===== src/rtl/sram_pkg.sv =====
// sram_pkg: shared types and constants for the word-SRAM request controller
// and its byte-merge datapath.
package sram_pkg;

   localparam int unsigned SRAM_WORD_W   = 32;
   localparam int unsigned MASK_W        = 4;
   localparam int unsigned DEFAULT_DEPTH = 65536;

   typedef enum logic [1:0] {
      IDLE     = 2'd0,
      RD_WAIT  = 2'd1,
      RMW_WAIT = 2'd2,
      RESP     = 2'd3
   } sram_state_e;

   // True when a write mask touches only some of the byte lanes.
   function automatic logic mask_is_partial(input logic [MASK_W-1:0] mask);
      return (mask != '0) && (mask != '1);
   endfunction

endpackage


===== src/rtl/sram_ctrl_if.sv =====
// sram_ctrl_if: request and response channels between a bus master and the
// SRAM controller, both valid/ready handshaked.
interface sram_ctrl_if
   import sram_pkg::*;
#(
   parameter int unsigned BYTE_AW = 16
);

   logic                   req_valid;
   logic                   req_ready;
   logic                   req_wr;
   logic [BYTE_AW-1:0]     req_addr;
   logic [SRAM_WORD_W-1:0] req_wdata;
   logic [MASK_W-1:0]      req_wmask;

   logic                   resp_valid;
   logic                   resp_ready;
   logic [SRAM_WORD_W-1:0] resp_rdata;
   logic                   resp_err;

   modport master (
      output req_valid, req_wr, req_addr, req_wdata, req_wmask, resp_ready,
      input  req_ready, resp_valid, resp_rdata, resp_err
   );

   modport slave (
      input  req_valid, req_wr, req_addr, req_wdata, req_wmask, resp_ready,
      output req_ready, resp_valid, resp_rdata, resp_err
   );

endinterface


===== src/rtl/sram_byte_merge.sv =====
// sram_byte_merge: per-byte-lane select between an old and a new word;
// lanes with their mask bit set take the new byte.
module sram_byte_merge
   import sram_pkg::*;
#(
   parameter int unsigned LANES = MASK_W
) (
   input  logic [8*LANES-1:0] old_i,
   input  logic [8*LANES-1:0] new_i,
   input  logic [LANES-1:0]   mask_i,
   output logic [8*LANES-1:0] merged_o
);

   always_comb begin
      merged_o = old_i;
      for (int unsigned i = 0; i < LANES; i++) begin
         if (mask_i[i]) begin
            merged_o[8*i +: 8] = new_i[8*i +: 8];
         end
      end
   end

endmodule


===== src/rtl/sram_ctrl.sv =====
// sram_ctrl: byte-addressed request front end for a word SRAM with 1-cycle read;
// partial writes become read-modify-write. Optional macro: SRAM_CTRL_ALIGN_CHK_EN.
module sram_ctrl
   import sram_pkg::*;
#(
   parameter  int unsigned DEPTH   = DEFAULT_DEPTH,
   parameter  int unsigned BYTE_AW = $clog2(DEPTH),
   localparam int unsigned AW      = $clog2(DEPTH / 4)
) (
   input  logic                   clk,
   input  logic                   reset,
   sram_ctrl_if.slave             bus,
   output logic                   sram_wen,
   output logic [AW-1:0]          sram_waddr,
   output logic [SRAM_WORD_W-1:0] sram_wdata,
   output logic                   sram_ren,
   output logic [AW-1:0]          sram_raddr,
   input  logic [SRAM_WORD_W-1:0] sram_rdata
);

   sram_state_e            state_q, state_d;
   logic [AW-1:0]          addr_q, addr_d;
   logic [SRAM_WORD_W-1:0] wdata_q, wdata_d;
   logic [MASK_W-1:0]      mask_q, mask_d;
   logic [SRAM_WORD_W-1:0] rdata_q, rdata_d;
   logic [SRAM_WORD_W-1:0] merged;
   logic [AW-1:0]          req_word;
   logic                   accept;
   logic                   misaligned;

   assign req_word       = bus.req_addr[BYTE_AW-1:2];
   assign bus.req_ready  = (state_q == IDLE);
   assign bus.resp_valid = (state_q == RESP);
   assign bus.resp_rdata = rdata_q;
   assign accept         = bus.req_valid & bus.req_ready;

`ifdef SRAM_CTRL_ALIGN_CHK_EN
   logic err_q, err_d;

   assign misaligned   = |bus.req_addr[1:0];
   assign bus.resp_err = err_q;

   always_comb begin
      err_d = err_q;
      if (accept) begin
         err_d = misaligned;
      end
   end

   always_ff @(posedge clk) begin
      if (reset) begin
         err_q <= 1'b0;
      end else begin
         err_q <= err_d;
      end
   end
`else
   logic unused_addr_lo;

   assign misaligned     = 1'b0;
   assign bus.resp_err   = 1'b0;
   assign unused_addr_lo = ^bus.req_addr[1:0];
`endif

   sram_byte_merge #(
      .LANES (MASK_W)
   ) u_merge (
      .old_i    (sram_rdata),
      .new_i    (wdata_q),
      .mask_i   (mask_q),
      .merged_o (merged)
   );

   always_comb begin
      state_d    = state_q;
      addr_d     = addr_q;
      wdata_d    = wdata_q;
      mask_d     = mask_q;
      rdata_d    = rdata_q;
      sram_ren   = 1'b0;
      sram_raddr = addr_q;
      sram_wen   = 1'b0;
      sram_waddr = addr_q;
      sram_wdata = wdata_q;

      unique case (state_q)
         IDLE: begin
            if (accept) begin
               addr_d     = req_word;
               wdata_d    = bus.req_wdata;
               mask_d     = bus.req_wmask;
               rdata_d    = '0;
               sram_raddr = req_word;
               sram_waddr = req_word;
               sram_wdata = bus.req_wdata;
               if (misaligned) begin
                  state_d = RESP;
               end else if (!bus.req_wr) begin
                  sram_ren = 1'b1;
                  state_d  = RD_WAIT;
               end else if (mask_is_partial(bus.req_wmask)) begin
                  sram_ren = 1'b1;
                  state_d  = RMW_WAIT;
               end else begin
                  sram_wen = (bus.req_wmask == '1);
                  state_d  = RESP;
               end
            end
         end
         RD_WAIT: begin
            rdata_d = sram_rdata;
            state_d = RESP;
         end
         RMW_WAIT: begin
            sram_wen   = 1'b1;
            sram_wdata = merged;
            state_d    = RESP;
         end
         RESP: begin
            if (bus.resp_ready) begin
               state_d = IDLE;
            end
         end
         default: state_d = IDLE;
      endcase

      // Enables are combinational, so gate them here: a reset landing in
      // RMW_WAIT must never let the merge write reach the array.
      if (reset) begin
         sram_ren = 1'b0;
         sram_wen = 1'b0;
      end
   end

   always_ff @(posedge clk) begin
      if (reset) begin
         state_q <= IDLE;
         addr_q  <= '0;
         wdata_q <= '0;
         mask_q  <= '0;
         rdata_q <= '0;
      end else begin
         state_q <= state_d;
         addr_q  <= addr_d;
         wdata_q <= wdata_d;
         mask_q  <= mask_d;
         rdata_q <= rdata_d;
      end
   end

endmodule

===== src/flat_wrapper.sv =====
// flat-port wrapper written by rule: the top's interface ports become plain ports
module sram_ctrl_flat import sram_pkg::*;
#(
   parameter  int unsigned DEPTH   = DEFAULT_DEPTH,
   parameter  int unsigned BYTE_AW = $clog2(DEPTH),
   localparam int unsigned AW      = $clog2(DEPTH / 4)
)
  (clk, reset, sram_wen, sram_waddr, sram_wdata, sram_ren, sram_raddr, sram_rdata, bus_req_valid, bus_req_wr, bus_req_addr, bus_req_wdata, bus_req_wmask, bus_resp_ready, bus_req_ready, bus_resp_valid, bus_resp_rdata, bus_resp_err);
  sram_ctrl_if #(.BYTE_AW(BYTE_AW)) bus_i ();
  input  logic clk;
  input  logic reset;
  output logic sram_wen;
  output logic [AW-1:0] sram_waddr;
  output logic [SRAM_WORD_W-1:0] sram_wdata;
  output logic sram_ren;
  output logic [AW-1:0] sram_raddr;
  input  logic [SRAM_WORD_W-1:0] sram_rdata;
  input wire logic [$bits(bus_i.req_valid)-1:0] bus_req_valid;
  input wire logic [$bits(bus_i.req_wr)-1:0] bus_req_wr;
  input wire logic [$bits(bus_i.req_addr)-1:0] bus_req_addr;
  input wire logic [$bits(bus_i.req_wdata)-1:0] bus_req_wdata;
  input wire logic [$bits(bus_i.req_wmask)-1:0] bus_req_wmask;
  input wire logic [$bits(bus_i.resp_ready)-1:0] bus_resp_ready;
  output wire logic [$bits(bus_i.req_ready)-1:0] bus_req_ready;
  output wire logic [$bits(bus_i.resp_valid)-1:0] bus_resp_valid;
  output wire logic [$bits(bus_i.resp_rdata)-1:0] bus_resp_rdata;
  output wire logic [$bits(bus_i.resp_err)-1:0] bus_resp_err;
  assign bus_i.req_valid = bus_req_valid;
  assign bus_i.req_wr = bus_req_wr;
  assign bus_i.req_addr = bus_req_addr;
  assign bus_i.req_wdata = bus_req_wdata;
  assign bus_i.req_wmask = bus_req_wmask;
  assign bus_i.resp_ready = bus_resp_ready;
  assign bus_req_ready = bus_i.req_ready;
  assign bus_resp_valid = bus_i.resp_valid;
  assign bus_resp_rdata = bus_i.resp_rdata;
  assign bus_resp_err = bus_i.resp_err;
  sram_ctrl #(.DEPTH(DEPTH), .BYTE_AW(BYTE_AW)) u_core (.clk(clk), .reset(reset), .bus(bus_i), .sram_wen(sram_wen), .sram_waddr(sram_waddr), .sram_wdata(sram_wdata), .sram_ren(sram_ren), .sram_raddr(sram_raddr), .sram_rdata(sram_rdata));
endmodule

===== config.mk =====
export PLATFORM = sky130hd
export DESIGN_NAME = sram_ctrl_flat
export DESIGN_NICKNAME = d
export VERILOG_FILES = /design/src/rtl/sram_pkg.sv /design/src/rtl/sram_ctrl_if.sv /design/src/rtl/sram_byte_merge.sv /design/src/rtl/sram_ctrl.sv /design/src/flat_wrapper.sv
export SDC_FILE = /design/constraint.sdc
export NUM_CORES = 1
export LEC_CHECK = 0
export BUFFER_PORTS_ARGS = -buffer_cell sky130_fd_sc_hd__buf_2
export CORE_MARGIN = 3
export CORE_UTILIZATION = 42
export CTS_CLUSTER_SIZE = 14
export DETAILED_ROUTE_END_ITERATION = 6
export HOLD_SLACK_MARGIN = 0.03
export PLACE_DENSITY = 0.78
export SYNTH_ARGS = -nofsm -noshare
export SYNTH_HDL_FRONTEND = slang
export SYNTH_SLANG_ARGS = --single-unit

===== constraint.sdc =====
create_clock -name clk -period 1.36 [get_ports clk]
set_input_delay 0.068 -clock clk [delete_from_list [all_inputs] [get_ports clk]]
set_output_delay 0.068 -clock clk [all_outputs]
set_load 0.05 [all_outputs]

==> results.py, run 1 <==
metrics = {
    "critical_path": {
        "path_max_fanout": 7,
        "rr_startpoint": "u_core.state_q[1]",
        "regToRegEndpoint": "u_core.bus.resp_rdata[21]",
        "path_buf_inv": 5,
        "start_kind": "flip-flop",
        "critPathSlowestCell": "dfxtp_2",
        "cp-startpoint": "u_core.state_q[1]",
        "crit_path_end": "sram_wdata[4]",
        "worst_path_most_repeated_cell": "buf_6",
        "worst-path-stages": 10,
        "cpLargestDelayFamily": "buffers and inverters",
        "r2r.worst_path.cells": 12,
        "crit_type": "reg -> out",
        "worstPathCellList": "buf_6, inv_4, ha_4, and2_4, buf_6, buf_12, nand2_4, nand2_2, a21o_4, buf_8",
        "max_stage_delay_ps": 360,
        "required_ps": 1290,
        "crit_arrival_ps": 2000,
        "worstSetupEndpointType": "primary output",
        "reg2reg_slack_ps": -680,
    },
    "final_layout": {
        "fill_cells": 232,
        "syn2layout_area_growth_pct": 117,
        "drive_above_1_share": 0.623,
        "fin_cells": 903,
        "layout.nets": 884,
    },
    "global_routing": {
        "grt-ovfl-total": 0,
        "grt_pass1_vias": 4999,
        "grt_max_degree": 34,
        "grtUsageTotal": 0.327,
        "grt_pass1_wl_um": 26300,
        "grt_antenna_before_repair": 1,
    },
    "timing": {
        "final_max_slew_viol_count": 0,
        "hold_viol_final": 0,
        "setup_slack_ps": -712,
        "layout_min_cycle_time_ps": 2070,
        "post-route-period-util": 1.52,
        "rsz0062_at_grt": "yes",
        "hold_ws_ps": 56.8,
        "fmaxAchievable_ghz": 0.483,
        "setup_viol": 147,
        "fin_skew_ps": 7.38,
    },
    "die": {
        "core_area_mm2": 0.00885,
        "die_w_um": 102,
        "num_rows": 34,
        "num_io_pins": 186,
        "initial_core_util": 0.438,
        "die_area_mm2": 0.0104,
        "chipHeight_um": 102,
    },
    "yosys": {
        "synthFlopType": "dfxtp_1",
        "ys_top_cells_by_count": "nand2_1 (182), dfxtp_1 (84), a21oi_1 (50)",
        "synthCells": 495,
        "synthArstFlopShare": 0,
        "seq_area_frac_synth": 0.434,
        "yosysTopAreaCell": "dfxtp_1",
        "synth-edff-count": 0,
        "yosys_warnings": 0,
        "yosysMostFrequentCell": "nand2_1",
        "synth_cell_types": 32,
        "avgSynthCellArea_um2": 7.83,
        "syn_area_mm2": 0.00388,
        "yosys-top-cells-area": "dfxtp_1 (43%), nand2_1 (18%), a21oi_1 (6.5%)",
        "syn_nets": 589,
        "synth_top_area_frac": 0.434,
        "synth_seq_cells": 84,
    },
    "outcome": {
        "violations": "negative setup slack",
        "outcome": "finished, violations left",
    },
    "routing": {
        "ant_nets": 0,
        "post_drt_wl_per_cell_um": 26.1,
        "drt-total-wl_um": 23600,
        "initialDrtViolationCount": 387,
        "dr.pass1.iters": 5,
        "drc": 0,
        "viasPerCell": 6.10,
        "vias": 5506,
    },
    "placed_design": {
        "dp_cells": 798,
        "dpl.hpwl_um": 9000,
        "portBuffers": 182,
        "gp_congestion": 0.782,
    },
    "power_and_ir_drop": {
        "p_per_area_mw_per_mm2": 2520,
        "ir_drop_mv": 1.73,
        "p_leak_nw": 3.76,
    },
    "cts": {
        "htreeDepth": 3,
        "cts_tree": "yes",
        "ctsLongestPathBuffers": 2,
        "insertion_delay_ps": 350,
        "cts-root-buf": "clkbuf_8",
        "clk_pin_slew_worst_paths_ps": 90,
        "clock_sinks": 84,
        "cts_buffers": 9,
    },
    "flow_run": {
        "cap_viol_max_count": 0,
    },
    "worst_hold_path": {
        "hp-class": "in -> reg",
        "whs_path_depth": 4,
    },
}
report_power, final:
part           switching, mW  internal, mW  leakage [nW]
combinational           9.14          6.84          2.98
clock                  0.978         0.889        0.0914
sequential             0.402          2.91         0.686
placed cells by master, fill, tap and decap left out, types with 3 or more instances in the layout:
master         count
nand2_8           32
nor2b_4            4
buf_12            16
dfxtp_1           82
a21oi_2           31
buf_2            118
buf_16             5
a21o_4            36
nor2_1            33
nand2_4           14
buf_4             56
nand2_2           36
a21oi_1           19
dlygate4sd3_1     52
clkbuf_8          10
buf_8             53
clkbuf_16          4
buf_6             27
ha_1               3
a22oi_2           32
nand2_1          100
cell families (layout without fill, tap and decap cells):
logic type,after synthesis,count (layout),synth area share
buffers and inverters,52,351,0.0875
AND/OR/NAND/NOR,227,227,0.228
AO/OA/AOI/OAI,126,126,0.233
other,1,2,0.000967
adder cells (fa/ha/maj),5,5,0.0161
flip-flops,84,84,0.434
routing by layer:
metal / up-vias / part of all wire / GRT usage
met3: 165 / 0.10 / 0.0771
met1: 2611 / 0.32 / 0.365
met5: - / 0 / 0
met2: 509 / 0.49 / 0.590
met4: 0 / 0.081 / 0.143
li1: 2221 / - / -
worst min path at each step:
stage	startpoint	end	slack, ps
after detailed placement	bus_req_wmask[2]	u_core.mask_q[2]	340
after floorplan	bus_req_wmask[0]	u_core.mask_q[0]	200
after global routing	bus_req_wdata[9]	u_core.wdata_q[9]	60
final	bus_req_wdata[16]	u_core.wdata_q[16]	60
after global placement	bus_req_wmask[3]	u_core.mask_q[3]	330
after CTS	bus_req_wdata[9]	u_core.wdata_q[9]	50
through the flow:
stage,worst slack (ps),power [mW],instance area (µm²),setup TNS [ps],util
2_1_floorplan,-185,11.5,4660,-13340,-
3_3_place_gp,-501,13.1,5760,-33720,0.651
3_5_place_dp,-567,13.4,5760,-39650,0.651
4_1_cts,-613,19.0,7860,-61310,0.888
5_1_grt,-745,21.6,8390,-78780,0.949
6_report,-712,21.2,8390,-73310,0.949
worst reg2reg max path, cell delays in order, from the launching register on:
cell and delay [ps]:
dfxtp_2 340, buf_6 120, inv_4 60, ha_4 180, and2_4 260, buf_6 130, buf_4 120, a21oi_4 40
buf_12 150, buf_6 130, clkbuf_16 160, a22oi_2 140, nor2_1 80
state kept, by name (all words and copies together), names as in the netlist:
| register | count |
|---|---|
| u_core.bus.resp_rdata | 32 |
| u_core.state_q | 2 |
| u_core.mask_q | 4 |
| u_core.wdata_q | 32 |
| u_core.addr_q | 14 |
final cells by class:
cell class	instances	area, µm²	share of cell area
Inverter	4	17.5	0.00209
Tap cell	108	135	0.0161
Clock buffer	11	141	0.0168
Clock inverter	4	50.0	0.00596
Timing Repair Buffer	332	3200	0.381
Sequential cell	84	1680	0.201
Antenna cell	1	2.50	0.000298
Multi-Input combinational cell	359	3170	0.377
timing repair:
item / in CTS / in global routing
hold buffers: 52 / 0
pin swaps: 23 / 29
setup buffers: 20 / 17
cloned: 7 / 6
endpoints found under the setup margin: 148 / 148
endpoints found under the hold margin: 52 / 0
gates resized for setup: 281 / 104
(Power assumes the default switching activity.)
==> run 2, diff against run 1 <==
ABC_AREA = 1   (was not set)
CORE_ASPECT_RATIO = 0.6   (was not set)
PLACE_DENSITY = 0.77   (was 0.78)
==> results.py, run 2 <==
metrics = {
    "timing": {
        "setup_tns_ps": -53240,
        "post-route-period-util": 1.50,
        "final_max_slew_viol_count": 0,
        "layout_min_cycle_time_ps": 2040,
        "hold_viol_final": 0,
        "fmaxAchievable_ghz": 0.491,
        "setup_viol": 145,
        "setup_slack_ps": -678,
        "fin_skew_ps": 7.34,
        "rsz0062_at_grt": "yes",
        "hold_ws_ps": 40.8,
    },
    "critical_path": {
        "crit_arrival_ps": 1970,
        "r2r.worst_path.cells": 9,
        "rr_startpoint": "u_core.state_q[1]",
        "worstSetupEndpointType": "primary output",
        "reg2reg_slack_ps": -410,
        "required_ps": 1290,
        "path_max_fanout": 7,
        "crit_type": "reg -> out",
        "start_kind": "flip-flop",
        "regToRegEndpoint": "u_core.bus.resp_rdata[14]",
    },
    "yosys": {
        "yosysTopAreaCell": "dfxtp_1",
        "synthFlopType": "dfxtp_1",
        "yosysMostFrequentCell": "nand2_1",
        "syn_nets": 663,
        "synthCells": 569,
        "seq_area_frac_synth": 0.423,
        "avgSynthCellArea_um2": 6.98,
        "synth_cell_types": 21,
        "synth-edff-count": 0,
        "synth_top_area_frac": 0.423,
        "syn_area_mm2": 0.00397,
        "yosys_warnings": 0,
        "synthArstFlopShare": 0,
        "yosys-top-cells-area": "dfxtp_1 (42%), nand2_1 (13%), a21oi_1 (8.6%)",
        "ys_top_cells_by_count": "nand2_1 (140), inv_1 (88), dfxtp_1 (84)",
        "synth_seq_cells": 84,
    },
    "outcome": {
        "violations": "negative setup slack",
        "outcome": "finished, violations left",
    },
    "final_layout": {
        "final_common_cell": "buf_2",
        "drive_above_1_share": 0.543,
        "syn2layout_area_growth_pct": 103,
        "layout.nets": 955,
        "final_cell_mix": "buf_2 (118), nand2_1 (115), dfxtp_1 (82)",
        "fin_cells": 991,
    },
    "global_routing": {
        "grt_max_degree": 29,
        "grt-ovfl-total": 0,
        "grt_pass1_vias": 5196,
        "grt_antenna_before_repair": 1,
        "grt_pass1_wl_um": 26000,
        "grtUsageTotal": 0.309,
    },
    "routing": {
        "viasPerCell": 5.55,
        "initialDrtViolationCount": 489,
        "vias": 5496,
        "drc": 0,
        "ant_nets": 0,
        "drt-total-wl_um": 20800,
        "post_drt_wl_per_cell_um": 21.0,
        "dr.pass1.iters": 6,
    },
    "die": {
        "chipHeight_um": 81.3,
        "die_area_mm2": 0.0107,
        "core_area_mm2": 0.00885,
        "initial_core_util": 0.449,
        "num_rows": 26,
        "die_w_um": 132,
        "num_io_pins": 186,
    },
    "worst_hold_path": {
        "hold_start": "bus_req_wmask[0]",
        "hold_path_end": "u_core.mask_q[0]",
        "whs_path_depth": 3,
        "hp-class": "in -> reg",
    },
    "flow_run": {
        "cap_viol_max_count": 0,
    },
    "placed_design": {
        "dpl.hpwl_um": 9870,
        "dp_cells": 911,
        "gp_congestion": 0.866,
        "place_ws_ps": -314,
        "portBuffers": 182,
    },
    "power_and_ir_drop": {
        "p_per_area_mw_per_mm2": 2850,
        "ir_drop_mv": 1.69,
        "p_leak_nw": 3.67,
    },
    "cts": {
        "clk_pin_slew_worst_paths_ps": 60,
        "cts_tree": "yes",
        "clock_sinks": 84,
        "insertion_delay_ps": 350,
        "ctsLongestPathBuffers": 2,
        "htreeDepth": 3,
        "cts_buffers": 9,
        "cts-root-buf": "clkbuf_16",
    },
}
==> run 2: changes by cell type after synthesis, sizes merged, moves of 10 or more <==
cell,change
nand2,-42
a21o,-36
o21bai,+32
a22oi,-32
or2,+19
o21ai,+54
inv,+86
nor2,-10
a21oi,+20
==> run 2: worst max-delay path: stages, from the launching register on <==
cell	delay, ps
dfxtp_4	370
inv_4	70
ha_4	210
nand2_4	100
inv_8	100
buf_4	160
nand2_1	130
o21ai_1	140
o21bai_4	160
buf_6	180
==> run 2: worst max-delay path by stage <==
stage                     end               from
2_1_floorplan  sram_waddr[10]  u_core.state_q[1]
3_3_place_gp    sram_wdata[0]  u_core.state_q[0]
3_5_place_dp    sram_wdata[4]  u_core.state_q[0]
4_1_cts         sram_wdata[9]  u_core.state_q[1]
5_1_grt        sram_wdata[15]  u_core.state_q[1]
6_report       sram_wdata[15]  u_core.state_q[1]
==> run 2: stage by stage <==
stage               power, mW  instance area [µm²]   util
floorplan                12.5                 4680      -
detailed placement       15.2                 6030  0.682
global placement         15.0                 6030  0.682
CTS                      20.7                 7490  0.847
finish                   23.0                 8080  0.913
global route             23.6                 8080  0.913
==> run 2: report_power, final <==
group          leakage, nW  total, mW  internal [mW]  switching (mW)
Sequential           0.688       3.34           3.01           0.332
Clock                0.182       3.16           2.15            1.01
Combinational         2.80       16.5           6.78            9.77
Total                 3.67       23.0           11.9            11.1
==> run 2: final cells by class <==
cell class	instances	area, µm²
diodes	1	2.50
flip-flops and latches	84	1690
clock inverters	5	150
fillers	335	767
multi-input cells	351	2630
repair buffers	325	2850
inverters	90	388
clock buffers	9	225
well taps	126	158
==> run 2: cells by family after synthesis <==
kind of cell / after synthesis / synth area share
and+or+nand+nor: 185 / 0.188
adders and majority gates: 5 / 0.0158
other: 1 / 0.000944
buffers and inverters: 134 / 0.146
DFF: 84 / 0.423
AOI/OAI and AO/OA: 160 / 0.226
==> run 2: routing by layer <==
layer  part of all wire  wire, µm  track usage  vias to the layer above
met5                  0         0            0                        -
met4              0.064      1330        0.152                        0
met3              0.086      1790       0.0835                      144
met2               0.48     10000        0.543                      440
met1               0.37      7670        0.355                     2566
li1                   -         -            -                     2346
==> run 2: what timing repair did <==
item,4_1_cts,5_1_grt
gates resized for setup,185,128
pin swaps,9,38
buffers inserted,15,13
endpoints found under the setup margin,129,148
gates cloned,1,3
hold buffers,37,1
hold endpoints to repair,37,1
==> run 3, diff against run 2 <==
--- a/config.mk
+++ b/config.mk
@@ -16,2 +16,3 @@
 export PLACE_DENSITY = 0.77
+export SKIP_CTS_REPAIR_TIMING = 1
 export SYNTH_ARGS = -nofsm -noshare
==> constraint.sdc (replaced) <==
create_clock -name clk -period 1.36 [get_ports clk]
set_input_delay 0.204 -clock clk [delete_from_list [all_inputs] [get_ports clk]]
set_output_delay 0.204 -clock clk [all_outputs]
set_load 0.05 [all_outputs]
==> results.py, run 3 (synthesized netlist as in run 2, its figures left out) <==
metrics = {
    "die": {
        "num_rows": 26,
        "core_area_mm2": 0.00885,
        "num_io_pins": 186,
        "chipHeight_um": 81.3,
        "die_w_um": 132,
        "initial_core_util": 0.449,
        "die_area_mm2": 0.0107,
    },
    "global_routing": {
        "grtUsageTotal": 0.240,
        "grt_max_degree": 38,
        "grt_antenna_before_repair": 0,
        "grt-ovfl-total": 0,
        "grt_pass1_wl_um": 20800,
        "grt_pass1_vias": 4361,
    },
    "placed_design": {
        "dp_cells": 912,
        "portBuffers": 182,
        "dpl.hpwl_um": 9880,
        "postPlaceCellArea_mm2": 0.00603,
        "gp_congestion": 0.877,
        "place_ws_ps": -489,
    },
    "power_and_ir_drop": {
        "seqPwrFrac": 0.149,
        "ir_drop_mv": 1.63,
        "p_clk_frac": 0.135,
        "internal_power_mw": 11.5,
        "power_switching_mw": 10.7,
        "p_per_area_mw_per_mm2": 2940,
        "p_leak_nw": 3.48,
        "combPwrFrac": 0.716,
        "p_sw_frac": 0.482,
    },
    "critical_path": {
        "regToRegEndpoint": "u_core.addr_q[8]",
        "worstPathCellList": "inv_4, ha_4, nand2_8, clkinv_8, buf_12, nand2_1, o21ai_0, o21bai_4, buf_6",
        "cpLargestDelayFamily": "buffers and inverters",
        "crit_path_end": "sram_wdata[4]",
        "cp-startpoint": "u_core.state_q[1]",
        "required_ps": 1160,
        "max_stage_delay_ps": 380,
        "reg2reg_slack_ps": -360,
        "crit_arrival_ps": 1940,
        "path_max_fanout": 9,
        "start_kind": "flip-flop",
        "path_buf_inv": 4,
        "worst-path-stages": 9,
        "r2r.worst_path.cells": 10,
        "crit_type": "reg -> out",
        "critPathSlowestCell": "dfxtp_4",
        "worstSetupEndpointType": "primary output",
        "rr_startpoint": "u_core.state_q[1]",
    },
    "routing": {
        "ant_nets": 0,
        "viasPerCell": 5.22,
        "drc": 0,
        "initialDrtViolationCount": 386,
        "post_drt_wl_per_cell_um": 18.6,
        "dr.pass1.iters": 5,
        "vias": 4990,
        "drt-total-wl_um": 17800,
    },
    "cts": {
        "cts_buffers": 9,
        "clock_sinks": 84,
        "insertion_delay_ps": 350,
        "htreeDepth": 3,
        "clk_pin_slew_worst_paths_ps": 60,
        "ctsLongestPathBuffers": 2,
        "cts_tree": "yes",
        "cts-root-buf": "clkbuf_16",
    },
    "timing": {
        "rsz0062_at_grt": "yes",
        "hold_ws_ps": 118,
        "layout_min_cycle_time_ps": 2140,
        "setup_tns_ps": -55020,
        "final_max_slew_viol_count": 0,
        "setup_slack_ps": -784,
        "post-route-period-util": 1.58,
        "fmaxAchievable_ghz": 0.466,
        "setup_viol": 142,
        "hold_viol_final": 0,
        "fin_skew_ps": 10.1,
    },
    "worst_hold_path": {
        "hp-class": "in -> reg",
        "whs_path_depth": 3,
    },
    "final_layout": {
        "drive_above_1_share": 0.539,
        "final_common_cell": "buf_2",
        "fill_cells": 448,
        "final_area_mm2": 0.00756,
        "layout.nets": 920,
        "final_cell_mix": "buf_2 (122), nand2_1 (121), dfxtp_1 (82)",
        "antenna_cells": 0,
        "fin_cells": 956,
        "syn2layout_area_growth_pct": 90.3,
    },
    "flow_run": {
        "cap_viol_max_count": 0,
    },
    "outcome": {
        "violations": "negative setup slack",
        "outcome": "finished, violations left",
    },
}
-- run 3: cell types whose count changed in the layout (fill, tap and decap cells not counted), moves of 6 or more --
cell,delta
dlygate4sd3_1,-38
o21ai_4,-9
or2_4,-6
or2_1,+8
nand2_2,-7
buf_8,-9
nand2_1,+6
-- run 3: worst min path at each step --
stage / startpoint / end
after detailed placement: u_core.bus.resp_rdata[7] / u_core.bus.resp_rdata[7]
after CTS: sram_rdata[20] / u_core.bus.resp_rdata[20]
after floorplan: sram_rdata[24] / u_core.bus.resp_rdata[24]
after global placement: u_core.bus.resp_rdata[25] / u_core.bus.resp_rdata[25]
final: sram_rdata[21] / u_core.bus.resp_rdata[21]
after global routing: sram_rdata[28] / u_core.bus.resp_rdata[28]
-- run 3: layer usage --
| layer | up-vias | routed length, µm | global-route usage |
|---|---|---|---|
| met5 | - | 0 | 0 |
| met4 | 0 | 534 | 0.0597 |
| met3 | 58 | 1440 | 0.0569 |
| met2 | 283 | 8480 | 0.398 |
| met1 | 2375 | 7310 | 0.320 |
| li1 | 2274 | - | - |
-- run 3: power by group through the flow --
stage	registers (mW)	clock network [mW]	logic, mW
2_1_floorplan	3.87	0	8.62
3_3_place_gp	3.26	0	11.6
3_5_place_dp	3.29	0	11.8
4_1_cts	3.25	2.97	11.9
5_1_grt	3.35	3.13	16.5
6_report	3.31	2.99	15.9
-- run 3: final cells by class --
class / count / area, µm² / share of cell area
Timing Repair Buffer: 289 / 2440 / 0.324
Clock inverter: 5 / 125 / 0.0166
Inverter: 90 / 390 / 0.0517
Sequential cell: 84 / 1690 / 0.223
Multi-Input combinational cell: 351 / 2520 / 0.333
Tap cell: 126 / 158 / 0.0209
Clock buffer: 10 / 229 / 0.0303
Timing Repair inverter: 1 / 6.26 / 0.000828
-- run 3: tightest hold or removal path: stages --
cell and delay (ps):
buf_2 100, nand2_1 50, a21oi_1 50
-- run 3: metrics by stage --
step	power, mW	utilization
after floorplan	12.5	-
after global placement	14.9	0.681
after detailed placement	15.1	0.681
after CTS	18.1	0.721
after global routing	23.0	0.854
final	22.2	0.854
